==> config.mk <==
export PLATFORM = sky130hd
export DESIGN_NAME = wb_master_port_flat
export DESIGN_NICKNAME = d
export VERILOG_FILES = /design/src/rtl/wb_pkg.sv /design/src/rtl/wb_master_port_if.sv /design/src/rtl/wb_timeout_ctr.sv /design/src/rtl/wb_master_port.sv /design/src/flat_wrapper.sv
export SDC_FILE = /design/constraint.sdc
export NUM_CORES = 1
export LEC_CHECK = 0
export ABC_AREA = 1
export BUFFER_PORTS_ARGS = -buffer_cell sky130_fd_sc_hd__buf_4
export CELL_PAD_IN_SITES_DETAIL_PLACEMENT = 1
export CELL_PAD_IN_SITES_GLOBAL_PLACEMENT = 2
export CORE_UTILIZATION = 25
export CTS_CLUSTER_SIZE = 28
export DETAILED_ROUTE_END_ITERATION = 16
export PLACE_DENSITY = 0.84
export SYNTH_ARGS = -nofsm -noshare
export SYNTH_HDL_FRONTEND = slang
export SYNTH_SLANG_ARGS = --single-unit
==> constraint.sdc <==
create_clock -name clk -period 3.63 [get_ports clk]
set_input_delay 0.5445 -clock clk [delete_from_list [all_inputs] [get_ports clk]]
set_output_delay 0.5445 -clock clk [all_outputs]
set_load 0.1 [all_outputs]
==> src/rtl/wb_pkg.sv <==
// Shared Wishbone master types: FSM states, default widths and the packed core request.
package wb_pkg;

  localparam int unsigned WbAddrW = 32;
  localparam int unsigned WbDataW = 32;
  localparam int unsigned WbSelW  = WbDataW / 8;

  typedef enum logic [1:0] {
    StIdle,
    StActive,
    StResp
  } wb_state_t;

  typedef struct packed {
    logic               we;
    logic [WbAddrW-1:0] addr;
    logic [WbDataW-1:0] wdata;
    logic [WbSelW-1:0]  sel;
  } wb_req_t;

endpackage

==> src/rtl/wb_master_port_if.sv <==
// Core request/response handshake plus Wishbone classic bus signals for one master port.
interface wb_master_port_if #(
  parameter int unsigned ADDR_W = 32,
  parameter int unsigned DATA_W = 32
);

  logic                  req_valid;
  logic                  req_ready;
  logic                  req_we;
  logic [ADDR_W-1:0]     req_addr;
  logic [DATA_W-1:0]     req_wdata;
  logic [DATA_W/8-1:0]   req_sel;
  logic                  resp_valid;
  logic [DATA_W-1:0]     resp_rdata;
  logic                  resp_err;
  logic                  cyc_o;
  logic                  stb_o;
  logic                  we_o;
  logic [ADDR_W-1:0]     adr_o;
  logic [DATA_W-1:0]     dat_o;
  logic [DATA_W/8-1:0]   sel_o;
  logic [DATA_W-1:0]     dat_i;
  logic                  ack_i;
  logic                  err_i;

  modport master (
    input  req_valid, req_we, req_addr, req_wdata, req_sel, dat_i, ack_i, err_i,
    output req_ready, resp_valid, resp_rdata, resp_err,
    output cyc_o, stb_o, we_o, adr_o, dat_o, sel_o
  );

  modport slave (
    output req_valid, req_we, req_addr, req_wdata, req_sel, dat_i, ack_i, err_i,
    input  req_ready, resp_valid, resp_rdata, resp_err,
    input  cyc_o, stb_o, we_o, adr_o, dat_o, sel_o
  );

endinterface

==> src/rtl/wb_timeout_ctr.sv <==
// Counts bus-active cycles; expired flags the last permitted cycle. Tied off when TIMEOUT is 0.
module wb_timeout_ctr #(
  parameter int unsigned TIMEOUT = 16
) (
  input  logic clk,
  input  logic reset,
  input  logic clear,
  input  logic enable,
  output logic expired
);

  if (TIMEOUT == 0) begin : g_off
    assign expired = 1'b0;
  end else begin : g_cnt
    localparam int unsigned CntW = $clog2(TIMEOUT + 1);
    logic [CntW-1:0] cnt_q;

    always_ff @(posedge clk) begin
      if (reset) begin
        cnt_q <= '0;
      end else if (clear) begin
        cnt_q <= '0;
      end else if (enable) begin
        cnt_q <= cnt_q + CntW'(1);
      end
    end

    assign expired = (cnt_q == CntW'(TIMEOUT - 1));
  end

endmodule

==> src/rtl/wb_master_port.sv <==
// Single-beat Wishbone classic master: IDLE accepts a core request, ACTIVE runs the bus cycle,
// RESP returns a one-cycle completion pulse to the core.
module wb_master_port
  import wb_pkg::*;
#(
  parameter int unsigned ADDR_W  = WbAddrW,
  parameter int unsigned DATA_W  = WbDataW,
  parameter int unsigned TIMEOUT = 16
) (
  input logic              clk,
  input logic              reset,
  wb_master_port_if.master bus
);

  wb_state_t           state_q;
  logic                cyc_q;
  logic                we_q;
  logic [ADDR_W-1:0]   adr_q;
  logic [DATA_W-1:0]   dat_q;
  logic [DATA_W/8-1:0] sel_q;
  logic                resp_valid_q;
  logic                resp_err_q;
  logic [DATA_W-1:0]   resp_rdata_q;
  logic                accept;
  logic                expired;

  // Ready is masked by reset so the core never sees a stale IDLE while reset is held.
  assign bus.req_ready = (state_q == StIdle) && !reset;
  assign accept        = bus.req_valid && bus.req_ready;

  wb_timeout_ctr #(
    .TIMEOUT(TIMEOUT)
  ) u_timeout (
    .clk    (clk),
    .reset  (reset),
    .clear  (accept),
    .enable (state_q == StActive),
    .expired(expired)
  );

  always_ff @(posedge clk) begin
    if (reset) begin
      state_q      <= StIdle;
      cyc_q        <= 1'b0;
      we_q         <= 1'b0;
      adr_q        <= '0;
      dat_q        <= '0;
      sel_q        <= '0;
      resp_valid_q <= 1'b0;
      resp_err_q   <= 1'b0;
      resp_rdata_q <= '0;
    end else begin
      resp_valid_q <= 1'b0;
      unique case (state_q)
        StIdle: begin
          if (accept) begin
            we_q    <= bus.req_we;
            adr_q   <= bus.req_addr;
            dat_q   <= bus.req_wdata;
            sel_q   <= bus.req_sel;
            cyc_q   <= 1'b1;
            state_q <= StActive;
          end
        end
        StActive: begin
          // Priority: err over ack, ack over timeout.
          if (bus.err_i || bus.ack_i || expired) begin
            cyc_q        <= 1'b0;
            resp_valid_q <= 1'b1;
            resp_err_q   <= bus.err_i || !bus.ack_i;
            resp_rdata_q <= (!bus.err_i && bus.ack_i && !we_q) ? bus.dat_i : '0;
            state_q      <= StResp;
          end
        end
        StResp: begin
          state_q <= StIdle;
        end
        default: begin
          cyc_q   <= 1'b0;
          state_q <= StIdle;
        end
      endcase
    end
  end

  assign bus.cyc_o      = cyc_q;
  assign bus.stb_o      = cyc_q;
  assign bus.we_o       = we_q;
  assign bus.adr_o      = adr_q;
  assign bus.dat_o      = dat_q;
  assign bus.sel_o      = sel_q;
  assign bus.resp_valid = resp_valid_q;
  assign bus.resp_err   = resp_err_q;
  assign bus.resp_rdata = resp_rdata_q;

endmodule

==> src/flat_wrapper.sv <==
// flat-port wrapper written by rule: the top's interface ports become plain ports
module wb_master_port_flat import wb_pkg::*;
#(
  parameter int unsigned ADDR_W  = WbAddrW,
  parameter int unsigned DATA_W  = WbDataW,
  parameter int unsigned TIMEOUT = 16
)
  (clk, reset, bus_req_valid, bus_req_we, bus_req_addr, bus_req_wdata, bus_req_sel, bus_dat_i, bus_ack_i, bus_err_i, bus_req_ready, bus_resp_valid, bus_resp_rdata, bus_resp_err, bus_cyc_o, bus_stb_o, bus_we_o, bus_adr_o, bus_dat_o, bus_sel_o);
  wb_master_port_if #(.ADDR_W(ADDR_W), .DATA_W(DATA_W)) bus_i ();
  input logic clk;
  input logic reset;
  input wire logic [$bits(bus_i.req_valid)-1:0] bus_req_valid;
  input wire logic [$bits(bus_i.req_we)-1:0] bus_req_we;
  input wire logic [$bits(bus_i.req_addr)-1:0] bus_req_addr;
  input wire logic [$bits(bus_i.req_wdata)-1:0] bus_req_wdata;
  input wire logic [$bits(bus_i.req_sel)-1:0] bus_req_sel;
  input wire logic [$bits(bus_i.dat_i)-1:0] bus_dat_i;
  input wire logic [$bits(bus_i.ack_i)-1:0] bus_ack_i;
  input wire logic [$bits(bus_i.err_i)-1:0] bus_err_i;
  output wire logic [$bits(bus_i.req_ready)-1:0] bus_req_ready;
  output wire logic [$bits(bus_i.resp_valid)-1:0] bus_resp_valid;
  output wire logic [$bits(bus_i.resp_rdata)-1:0] bus_resp_rdata;
  output wire logic [$bits(bus_i.resp_err)-1:0] bus_resp_err;
  output wire logic [$bits(bus_i.cyc_o)-1:0] bus_cyc_o;
  output wire logic [$bits(bus_i.stb_o)-1:0] bus_stb_o;
  output wire logic [$bits(bus_i.we_o)-1:0] bus_we_o;
  output wire logic [$bits(bus_i.adr_o)-1:0] bus_adr_o;
  output wire logic [$bits(bus_i.dat_o)-1:0] bus_dat_o;
  output wire logic [$bits(bus_i.sel_o)-1:0] bus_sel_o;
  assign bus_i.req_valid = bus_req_valid;
  assign bus_i.req_we = bus_req_we;
  assign bus_i.req_addr = bus_req_addr;
  assign bus_i.req_wdata = bus_req_wdata;
  assign bus_i.req_sel = bus_req_sel;
  assign bus_i.dat_i = bus_dat_i;
  assign bus_i.ack_i = bus_ack_i;
  assign bus_i.err_i = bus_err_i;
  assign bus_req_ready = bus_i.req_ready;
  assign bus_resp_valid = bus_i.resp_valid;
  assign bus_resp_rdata = bus_i.resp_rdata;
  assign bus_resp_err = bus_i.resp_err;
  assign bus_cyc_o = bus_i.cyc_o;
  assign bus_stb_o = bus_i.stb_o;
  assign bus_we_o = bus_i.we_o;
  assign bus_adr_o = bus_i.adr_o;
  assign bus_dat_o = bus_i.dat_o;
  assign bus_sel_o = bus_i.sel_o;
  wb_master_port #(.ADDR_W(ADDR_W), .DATA_W(DATA_W), .TIMEOUT(TIMEOUT)) u_core (.clk(clk), .reset(reset), .bus(bus_i));
endmodule
Yosys cells after proc, flatten, opt, wreduce, memory -nomap -nowiden
Cells that the tools add are included.
{ "op_classes": {"n_reduce_logical": 18, "add_sub_neg": 1, "bitwise_logic": 2, "eq_ne": 5, "mux": 8} }
{ "ops": {"columns": ["op", "count"], "rows": [
  ["$mux 32", 1],
  ["$reduce_and 2->1", 3],
  ["$add 5x1->5 const B", 1],
  ["$eq 5x4->1 const B", 1],
  ["$logic_and 1x1->1", 4],
  ["$logic_not 1->1", 4],
  ["$mux 2", 2],
  ["$ne 2x1->1 const B", 2],
  ["$pmux 2 s2", 1],
  ["$reduce_or 2->1", 2],
  ["$logic_or 1x1->1", 3],
  ["$mux 1", 3],
  ["$pmux 1 s3", 1],
  ["$reduce_and 3->1", 1],
  ["$eq 2x1->1 const B", 1],
  ["$eq 2x2->1 const B", 1],
  ["$logic_not 2->1", 1],
  ["$not 1->1", 2]
]} }
{ "word_totals": {"wordCells": 44, "output_inout_bits": 106, "register_bits": 111, "input_bits": 106} }

Depth between registers and ports, before layout
Gate-level depths: netlist of the first run.
{ "depth": {"word_depth": 5, "mapped_depth": 11, "depth_no_buf": 10} }

Modules after synthesis
From an unflattened synthesis of the first run, not the netlist that was laid out.
{ "unflattened": {"cells_unflattened": 643, "hier_area_um2": 4478.0} }
{ "modules_own_cells": {"columns": ["mod", "cells_each", "area_per_inst_um2", "instances", "seq_area_each_um2"], "rows": [
  ["wb_master_port", 614, 4255.3, 1, 2122.0],
  ["wb_timeout_ctr", 29, 222.7, 1, 100.1]
]} }

Least setup slack after synthesis of the first run
OpenSTA, ideal clock, no wires.
{ "synth_path": {"path_type": "in2out", "startpoint": "in reset", "endpoint": "out bus_req_ready", "required_time_ps": 3086, "path_buffers": 0, "slack_ps": 514, "path_stages": 1, "t_arrival_ps": 2572, "path_cell_list": "nor3_1"} }
{ "synth_via": {"elab_chain_cells": 2} }
{ "synth_lines": {"columns": ["item", "line", "text"], "rows": [
  ["start, declared", "flat_wrapper.sv:11", "input logic reset;"],
  ["$logic_not 1->1", "wb_master_port.sv:28", "assign bus.req_ready = (state_q == StIdle) && !reset;"],
  ["$logic_and 1x1->1", "wb_master_port.sv:28", null],
  ["end, declared", "flat_wrapper.sv:20", "output wire logic [$bits(bus_i.req_ready)-1:0] bus_req_ready;"]
]} }
No other way between the ends.

Worst setup path after layout of the first run
{ "layout_path": {"startpoint": "reg u_core.u_timeout.g_cnt.cnt_q[0]", "endpoint": "reg u_core.resp_rdata_q[11] (netlist: u_core.bus.resp_rdata[11])"} }
{ "layout_via": {"elab_chain_cells": 3} }
{ "layout_lines": {"columns": ["item", "line", "text"], "rows": [
  ["start, declared", "wb_timeout_ctr.sv:16", "logic [CntW-1:0] cnt_q;"],
  ["start signal, assigned", "wb_timeout_ctr.sv:24", "cnt_q <= cnt_q + CntW'(1);"],
  ["$eq 5x4->1", "wb_timeout_ctr.sv:28", "assign expired = (cnt_q == CntW'(TIMEOUT - 1));"],
  ["$logic_or 1x1->1", "wb_master_port.sv:67", "if (bus.err_i || bus.ack_i || expired) begin"],
  ["$reduce_and 2->1 (no source line)", null, null],
  ["end signal, assigned", "wb_master_port.sv:71", "resp_rdata_q <= (!bus.err_i && bus.ack_i && !we_q) ? bus.dat_i : '0;"],
  ["end, declared", "wb_master_port.sv:23", "logic [DATA_W-1:0] resp_rdata_q;"]
]} }
No other way between the ends.
A chain may end at the register's enable or synchronous reset.

==> flow_summary_export.csv, run 1 <==
group,metric,value,unit
run_status,status,"completed",
route,wire_per_inst,11.77,µm
hold_path,min_path_cells,3,
setup_path,critPathKind,"reg -> reg",
clock_tree,cts_tree,"built",
route,vias,4571,
hold_path,hold_class,"in -> reg",
clock_tree,post_cts_buffers,0,
timing,relSlewSlack,0.4624,
logic_synthesis,synth.yosys.warnings,0,
timing,max_freq,0.3876,GHz
route,vias_per_cell,4.027,
clock_tree,root_buffer,"clkbuf_16",
timing,final_max_slew_viol_count,0,
power_and_ir_drop,ir_drop,0.2119,mV
setup_path,slowest_stage,"nor2_4",
timing,final.setup_skew,0.008403,ns
setup_path,path_max_fanout,34,
route,ant_nets,0,
floorplanning,dieArea,19050,µm²
global_routing,first_global_vias,4564,
route,remaining_drc_errors,0,
placed_design,hpwl,9.534,mm
clock_tree,clk_latency,0.35,ns
setup_path,crit_path_start,"u_core.u_timeout.g_cnt.cnt_q[0]",
setup_path,crit_required,3.92,ns
floorplanning,start_util,0.2566,
hold_path,holdPathEnd,"u_core.bus.dat_o[11]",
setup_path,cp-start-kind,"flop",
logic_synthesis,synth.distinct_cells,19,
route,drtPass1Iterations,4,
logic_synthesis,synth_fp_nets,819,
global_routing,grt_use_total,0.1441,
setup_path,reg2reg_to,"u_core.bus.resp_rdata[11]",
clock_tree,clockBufferDepth,2,
logic_synthesis,avgSynthCellArea,6.506,µm²
clock_tree,path_clk_slew,0.07,ns
floorplanning,die_w,138.0,µm
timing,tightest_slew,0.8064,ns
route,routed_wl,13.36,mm
timing,final.period_utilization,0.7107,
cells_and_area,final_net_count,1010,
cells_and_area,num_antenna_cells,0,
cells_and_area,final_cell_mix,"nand2_1, buf_4, nor2_1, inv_1, dfxtp_1",
timing,rsz0062_at_grt,"false",
power_and_ir_drop,power_density,478.6,nW/µm²
placed_design,port_buffers,211,
placed_design,place.gp.congestion,0.6999,
setup_path,r2r_cells,10,
cells_and_area,final_cells,1135,
clock_tree,clkSinkCount,111,
timing,finalHoldViolCount,0,
floorplanning,rows,49,
logic_synthesis,synth_area,4626,µm²
global_routing,grt_max_degree,83,
route,drtIter0Drc,156,
global_routing,antenna_found_initial,0,
logic_synthesis,synth_seq_cells,111,
power_and_ir_drop,total_leakage_power,3.751,nW
clock_tree,htreeDepth,3,
logic_synthesis,yosysSeqAreaShare,0.4804,
setup_path,worst_setup_path_end_kind,"flop",
cells_and_area,layout.cells.most_common,"nand2_1",
flow_run,drv_cap,0,
cells_and_area,syn2layout_area_growth,43.44,%
setup_path,cp_slowest_stage_delay,0.77,ns
hold_path,holdCritStartpoint,"bus_req_wdata[11]",
placed_design,dp.cells,1120,
clock_tree,postCtsHoldBufs,0,
timing,setup_viol,0,
floorplanning,coreArea,18020,µm²
power_and_ir_drop,power,3.175,mW
timing,fin_setup_tns,0,ns
setup_path,worstReg2RegStart,"u_core.u_timeout.g_cnt.cnt_q[0]",
global_routing,grt_pass1_wl,22.34,mm
setup_path,worstPathCellList,"ha_1 > inv_1 > nor3_1 > ha_1 > nor2_1 > nand2_1 > nand2_2 > nor2_4 > nand2_1 > nand2_1",
clock_tree,cts_resized,0,
setup_path,reg2reg_slack,1.05,ns
floorplanning,die_h,138.0,µm
setup_path,path_common_cell,"nand2_1",
logic_synthesis,synthCells,711,
cells_and_area,drive_gt1_frac,0.2616,
setup_path,cp.arrival,2.87,ns
global_routing,grt-ovfl-total,0,
timing,layout_min_cycle_time,2.580,ns
cells_and_area,final_util,0.3681,
clock_tree,cts_buffers,9,
floorplanning,ios,212,
==> cell usage after synthesis <==
library cell / number / area share
nand2_1: 217 / 0.18
nor2_1: 181 / 0.15
inv_1: 114 / 0.093
dfxtp_1: 111 / 0.48
nand3_1: 35 / 0.038
buf_2: 14 / 0.015
buf_1: 9 / 0.0073
clkbuf_1: 7 / 0.0057
a21oi_1: 3 / 0.0032
buf_4: 3 / 0.0049
buf_6: 3 / 0.0073
nor3_1: 3 / 0.0032
o21ai_0: 3 / 0.0032
ha_1: 2 / 0.0054
nor2_4: 2 / 0.0049
inv_2: 1 / 0.00081
nand2_2: 1 / 0.0014
nand3_2: 1 / 0.0022
o21a_1: 1 / 0.0016
==> cell type report <==
class                           instances  area, µm²
Timing Repair Buffer                  216       1622
Clock inverter                          5      40.04
Inverter                              115      432.9
Fill cell                            2319      11390
Tap cell                              229      286.5
Multi-Input combinational cell        449       1793
Sequential cell                       111       2222
Clock buffer                           10      239.0
==> through the flow <==
step | hold WS [ns] | instance area (µm²) | setup slack [ns]
6_report | 0.4088 | 6635 | 1.050
5_1_grt | 0.4001 | 6635 | 0.5958
4_1_cts | 0.3913 | 6635 | 0.9396
3_5_place_dp | 0.4630 | 6356 | 0.9468
3_3_place_gp | 0.4625 | 6356 | 1.070
2_1_floorplan | 0.4625 | 4626 | 0.5137
==> how the worst max path moves through the flow <==
| stage | end | slack, ns | cells after the start |
|---|---|---|---|
| floorplan | bus_req_ready | 0.51 | 1 |
| global placement | u_core.bus.resp_rdata[18] | 1.07 | 10 |
| detailed placement | u_core.bus.resp_rdata[16] | 0.95 | 10 |
| CTS | u_core.bus.resp_rdata[3] | 0.94 | 10 |
| global route | u_core.bus.resp_rdata[10] | 0.60 | 10 |
| finish | u_core.bus.resp_rdata[11] | 1.05 | 10 |
==> sequential cells by signal, indices dropped and copies added, names as in the netlist <==
register	count
u_core.bus.resp_err	1
u_core.bus.dat_o	32
u_core.bus.adr_o	32
u_core.state_q	2
u_core.bus.resp_valid	1
u_core.bus.sel_o	4
u_core.bus.we_o	1
u_core.bus.resp_rdata	32
u_core.bus.cyc_o	1
u_core.u_timeout.g_cnt.cnt_q	5
==> routing by layer <==
layer / part of all wire / global-route usage / up-vias
met1: 0.47 / 0.1845 / 2003
met2: 0.45 / 0.2337 / 132
met4: 0.015 / 0.05205 / 0
li1: - / - / 2423
met5: 0 / 0 / -
met3: 0.061 / 0.03637 / 13
==> critical path: cells and delay by family, from the launching register on <==
family	cells	cell delay [ns]
buffers and inverters	1	0.06
DFF	1	0.38
and+or+nand+nor	7	1.70
adders and majority gates	2	0.38
==> cells by family (layout without fill, tap and decap cells) <==
family	count (synthesis)	in the layout	share of synthesized area
AND/OR/NAND/NOR	440	440	0.3725
buffers and inverters	151	346	0.1336
flip-flops	111	111	0.4804
AO/OA/AOI/OAI	7	7	0.008113
adder cells (fa/ha/maj)	2	2	0.005409
==> where the power goes <==
group,switching (mW),internal [mW]
clock,0.467,0.486
sequential,0.0351,1.28
combinational,0.683,0.220
(Power assumes the default switching activity.)
==> run 2: changes to the inputs <==
--- a/config.mk
+++ b/config.mk
@@ -9,10 +9,10 @@
 export BUFFER_PORTS_ARGS = -buffer_cell sky130_fd_sc_hd__buf_4
 export CELL_PAD_IN_SITES_DETAIL_PLACEMENT = 1
 export CELL_PAD_IN_SITES_GLOBAL_PLACEMENT = 2
-export CORE_UTILIZATION = 25
+export CORE_UTILIZATION = 23
 export CTS_CLUSTER_SIZE = 28
 export DETAILED_ROUTE_END_ITERATION = 16
-export PLACE_DENSITY = 0.84
+export PLACE_DENSITY = 0.78
 export SYNTH_ARGS = -nofsm -noshare
 export SYNTH_HDL_FRONTEND = slang
 export SYNTH_SLANG_ARGS = --single-unit
==> constraint.sdc (replaced) <==
create_clock -name clk -period 2.5 [get_ports clk]
set_input_delay 0.375 -clock clk [delete_from_list [all_inputs] [get_ports clk]]
set_output_delay 0.375 -clock clk [all_outputs]
set_load 0.1 [all_outputs]
==> run 2 against run 1 <==
Count of clock-buffer cells in the layout shrank 1. Core utilization shrank 2.2 points. Clock power grew 48%. Critical path depth grew 1. Die area grew 8.6%. Wire length grew 3.4%. Maximum frequency grew 34%. Design area grew 2.3%. First-iteration DRC count shrank 17%. Register-to-register slack lost 0.48 ns. Critical path type unchanged.
==> flow_summary_export.csv, run 2 (synthesis gave the netlist of run 1 again) <==
group,metric,value,unit
run_status,status,"completed",
global_routing,grt_use_total,0.1350,
timing,relSlewSlack,0.6809,
route,vias,4606,
global_routing,antenna_found_initial,0,
setup_path,cp_slowest_stage_delay,0.38,ns
cells_and_area,drive_gt1_frac,0.2675,
clock_tree,cts_buffers,9,
setup_path,worstReg2RegStart,"u_core.u_timeout.g_cnt.cnt_q[0]",
clock_tree,cts_resized,0,
clock_tree,post_cts_buffers,0,
timing,rsz0062_at_grt,"false",
timing,tightest_slew,0.4775,ns
cells_and_area,multiInputGateArea,1798,µm²
route,vias_per_cell,3.913,
route,routed_wl,13.81,mm
clock_tree,path_clk_slew,0.08,ns
setup_path,r2r_cells,11,
setup_path,crit_path_start,"u_core.u_timeout.g_cnt.cnt_q[0]",
cells_and_area,layout.cells.most_common,"nand2_1",
hold_path,holdPathEnd,"u_core.bus.dat_o[21]",
setup_path,path_delay_family,"simple AND/OR/NAND/NOR gates",
floorplanning,coreArea,19590,µm²
clock_tree,root_buffer,"clkbuf_16",
cells_and_area,final_net_count,1015,
cells_and_area,final_cell_mix,"nand2_1, buf_4, nor2_1, inv_1, dfxtp_1",
setup_path,critPathKind,"reg -> reg",
cells_and_area,final_cells,1177,
clock_tree,clk_latency,0.35,ns
setup_path,worstPathCellList,"ha_1 > inv_1 > nor3_1 > ha_1 > nor2_1 > nand2_1 > nand2_2 > nor2_4 > buf_4 > nand2_1 > nand2_1",
cells_and_area,regArea,2222,µm²
hold_path,min_path_cells,3,
placed_design,hpwl,10.20,mm
setup_path,crit_required,2.79,ns
route,drtPass1Iterations,4,
power_and_ir_drop,power_density,685.7,nW/µm²
setup_path,reg2reg_slack,0.57,ns
timing,setup_viol,0,
floorplanning,die_w,143.8,µm
timing,final_max_slew_viol_count,0,
floorplanning,die_h,143.8,µm
route,drtIter0Drc,130,
global_routing,grt-ovfl-total,0,
placed_design,port_buffers,211,
setup_path,slowest_stage,"dfxtp_1",
timing,layout_min_cycle_time,1.931,ns
cells_and_area,final_area,6788,µm²
timing,final.period_utilization,0.7724,
route,ant_nets,0,
hold_path,holdCritStartpoint,"bus_req_wdata[21]",
setup_path,path_max_fanout,33,
route,remaining_drc_errors,0,
global_routing,use_met1,0.1697,
timing,final.setup_skew,0.01034,ns
setup_path,path_common_cell,"nand2_1",
power_and_ir_drop,ir_drop,0.2641,mV
cells_and_area,num_antenna_cells,0,
flow_run,drv_cap,0,
power_and_ir_drop,total_leakage_power,3.805,nW
timing,max_freq,0.5179,GHz
global_routing,top_usage_layer,"met2",
placed_design,place.gp.congestion,0.6949,
floorplanning,dieArea,20680,µm²
clock_tree,clockBufferDepth,2,
setup_path,worst_setup_path_end_kind,"flop",
timing,fin_setup_tns,0,ns
placed_design,dp.cells,1161,
clock_tree,htreeDepth,3,
setup_path,path_buf_inv,2,
setup_path,cp-start-kind,"flop",
setup_path,reg2reg_to,"u_core.bus.resp_rdata[5]",
placed_design,dpl_cell_area,6506,µm²
global_routing,grt_pass1_wl,21.68,mm
cells_and_area,fillers,2521,
cells_and_area,syn2layout_area_growth,46.74,%
cells_and_area,final_util,0.3465,
hold_path,hold_class,"in -> reg",
clock_tree,clkSinkCount,111,
global_routing,grt_max_degree,47,
route,wire_per_inst,11.73,µm
floorplanning,rows,51,
global_routing,gr-usage-met3,0.04565,
clock_tree,cts_tree,"built",
timing,finalHoldViolCount,0,
clock_tree,postCtsHoldBufs,0,
global_routing,first_global_vias,4342,
global_routing,met2_usage,0.2200,
floorplanning,ios,212,
setup_path,cp.arrival,2.22,ns
floorplanning,start_util,0.2361,
## run 2: per-layer routing
layer,up-vias,part of all wire
met5,-,0
met4,0,0.0046
met3,4,0.079
met2,131,0.46
met1,2028,0.46
li1,2443,-
## run 2: cell type report
class | count | share of cell area
inverters | 115 | 0.06378
clock inverters | 7 | 0.008295
flip-flops and latches | 111 | 0.3274
multi-input cells | 449 | 0.2649
well taps | 265 | 0.04885
repair buffers | 221 | 0.2536
clock buffers | 9 | 0.03318
## run 2: per-stage QoR
stage	power, mW	setup slack, ns	hold WS [ns]
after floorplan	2.933	0.5609	0.4474
after global placement	3.300	0.6121	0.4627
after detailed placement	3.307	0.5727	0.4581
after CTS	4.760	0.5517	0.2226
after global routing	4.897	0.3355	0.2301
final	4.654	0.5691	0.2430
## run 2: where the power goes
part           internal (mW)  total (mW)  switching [mW]
logic                  0.336        1.33           0.993
clock network          0.689        1.41           0.720
registers               1.86        1.92          0.0525
## run 2: how the worst max path moves through the flow
| stage | end | slack, ns | cells past startpoint |
|---|---|---|---|
| after detailed placement | u_core.bus.resp_rdata[5] | 0.57 | 11 |
| after global placement | u_core.bus.resp_rdata[13] | 0.61 | 11 |
| after floorplan | bus_req_ready | 0.56 | 1 |
| after CTS | u_core.bus.resp_rdata[8] | 0.55 | 11 |
| after global routing | u_core.bus.resp_rdata[30] | 0.34 | 11 |
| final | u_core.bus.resp_rdata[5] | 0.57 | 11 |
## run 2: worst reg2reg max path: stages (launching register included)
cell and delay, ns:
dfxtp_1 0.38, ha_1 0.18, inv_1 0.05, nor3_1 0.13, ha_1 0.17, nor2_1 0.05, nand2_1 0.10, nand2_2 0.19
nor2_4 0.13, buf_4 0.33, nand2_1 0.11, nand2_1 0.07
==> run 3: changes to the inputs <==
==> constraint.sdc (replaced) <==
create_clock -name clk -period 1.9 [get_ports clk]
set_input_delay 0.285 -clock clk [delete_from_list [all_inputs] [get_ports clk]]
set_output_delay 0.285 -clock clk [all_outputs]
set_load 0.1 [all_outputs]
==> run 3 against run 2 <==
Die area stayed put. Largest power group unchanged. Sequential power up 31%. Wire length increased by 0.91%. Critical path depth unchanged. Hold slack worse by 0.096 ns. Largest cell class unchanged. Clock skew fell by 0.00053 ns.
==> flow_summary_export.csv, run 3 (synthesis gave the netlist of run 1 again) <==
group,metric,value,unit
hold_path,holdCritStartpoint,"bus_req_wdata[19]",
floorplanning,start_util,0.2361,
cells_and_area,regArea,2222,µm²
cells_and_area,drive_gt1_frac,0.2691,
power_and_ir_drop,ir_drop,0.4251,mV
cells_and_area,fillers,2526,
placed_design,dpl_worst_slack,0.1326,ns
floorplanning,ios,212,
global_routing,grt-ovfl-total,0,
route,drtIter0Drc,142,
placed_design,dp.cells,1163,
timing,final.period_utilization,0.9033,
floorplanning,rows,51,
route,wire_per_inst,11.82,µm
cells_and_area,final_util,0.3474,
timing,final_max_slew_viol_count,0,
global_routing,grt_max_degree,105,
run_status,status,"completed",
cells_and_area,final_net_count,1017,
clock_tree,clk_latency,0.35,ns
route,drtPass1Iterations,4,
global_routing,first_global_vias,4421,
floorplanning,coreArea,19590,µm²
cells_and_area,num_antenna_cells,0,
setup_path,r2r_cells,11,
setup_path,path_max_fanout,11,
setup_path,critPathKind,"reg -> reg",
setup_path,crit_path_start,"u_core.u_timeout.g_cnt.cnt_q[0]",
clock_tree,path_clk_slew,0.08,ns
timing,layout_min_cycle_time,1.716,ns
power_and_ir_drop,total_leakage_power,3.829,nW
timing,max_freq,0.5827,GHz
route,ant_nets,0,
cells_and_area,final_cells,1179,
clock_tree,postCtsHoldBufs,0,
cells_and_area,layout.cells.most_common,"buf_4",
floorplanning,die_h,143.8,µm
setup_path,worstReg2RegStart,"u_core.u_timeout.g_cnt.cnt_q[0]",
timing,fin_setup_tns,0,ns
global_routing,antenna_found_initial,0,
clock_tree,cts_buffers,9,
flow_run,drv_cap,0,
hold_path,min_path_cells,3,
route,remaining_drc_errors,0,
cells_and_area,final_cell_mix,"buf_4, nand2_1, nor2_1, inv_1, dfxtp_1",
route,vias,4604,
timing,rsz0062_at_grt,"false",
route,vias_per_cell,3.905,
setup_path,cp-start-kind,"flop",
placed_design,port_buffers,211,
timing,final.setup_skew,0.009812,ns
clock_tree,htreeDepth,3,
clock_tree,cts_tree,"built",
floorplanning,die_w,143.8,µm
power_and_ir_drop,power_density,917.1,nW/µm²
global_routing,grt_use_total,0.1347,
clock_tree,root_buffer,"clkbuf_16",
timing,setup_viol,0,
clock_tree,clockBufferDepth,2,
hold_path,hold_class,"in -> reg",
cells_and_area,syn2layout_area_growth,47.12,%
setup_path,reg2reg_slack,0.18,ns
clock_tree,clkSinkCount,111,
route,routed_wl,13.94,mm
setup_path,crit_required,2.19,ns
timing,setup_slack,0.1837,ns
floorplanning,dieArea,20680,µm²
timing,relSlewSlack,0.6853,
placed_design,hpwl,10.15,mm
timing,finalHoldViolCount,0,
global_routing,grt_pass1_wl,21.69,mm
hold_path,holdPathEnd,"u_core.bus.dat_o[19]",
setup_path,reg2reg_to,"u_core.bus.resp_rdata[8]",
setup_path,cp.arrival,2.01,ns
setup_path,worst_setup_path_end_kind,"flop",
timing,fin_hold_ws,0.1465,ns
placed_design,place.gp.congestion,0.7114,
timing,tightest_slew,0.4720,ns
cells_and_area,multiInputGateArea,1803,µm²
run 3: cell type report:
class,instances,share of cell area
timing repair buffer,223,0.2515
clock inverter,7,0.01158
inverter,115,0.06361
sequential,111,0.3265
multi-input combinational,449,0.2649
clock buffer,9,0.03309
tap,265,0.04872
run 3: per-stage QoR:
stage	total power, mW	area (µm²)
finish	6.241	6805
global route	6.557	6805
CTS	6.362	6800
detailed placement	4.347	6496
global placement	4.338	6496
floorplan	3.860	4631
run 3: how the worst max path moves through the flow:
| stage | endpoint | slack (ns) | cells past startpoint |
|---|---|---|---|
| after floorplan | bus_req_ready | 0.05 | 1 |
| after global placement | u_core.bus.resp_rdata[26] | 0.19 | 11 |
| after detailed placement | u_core.bus.resp_rdata[8] | 0.13 | 11 |
| after CTS | u_core.bus.resp_rdata[7] | 0.11 | 11 |
| after global routing | u_core.bus.resp_rdata[4] | 0.005 | 11 |
| final | u_core.bus.resp_rdata[8] | 0.18 | 11 |
run 3: timing repair:
action,in CTS,in global routing
gates resized for setup,0,1
setup endpoints to repair,0,25
setup buffers,0,0
run 3: where the power goes:
group / internal (mW) / switching [mW] / total, mW
clock: 1.04 / 0.932 / 1.97
combinational: 0.440 / 1.31 / 1.75
sequential: 2.45 / 0.0684 / 2.52
total: 3.93 / 2.31 / 6.24
run 3: per-layer routing:
layer,wire (µm),track usage,part of all wire
met2,6544,0.2292,0.47
met1,6244,0.1611,0.45
met4,205,0.05151,0.015
met5,0,0,0
met3,943,0.03599,0.068
run 3: critical path, cell delays in order, from the launching register on:
cell,delay [ns]
dfxtp_1,0.38
ha_1,0.18
inv_1,0.05
nor3_1,0.14
ha_1,0.18
nor2_1,0.05
nand2_1,0.12
nand2_4,0.11
nor2_4,0.12
buf_4,0.19
nand2_1,0.07
nand2_1,0.06
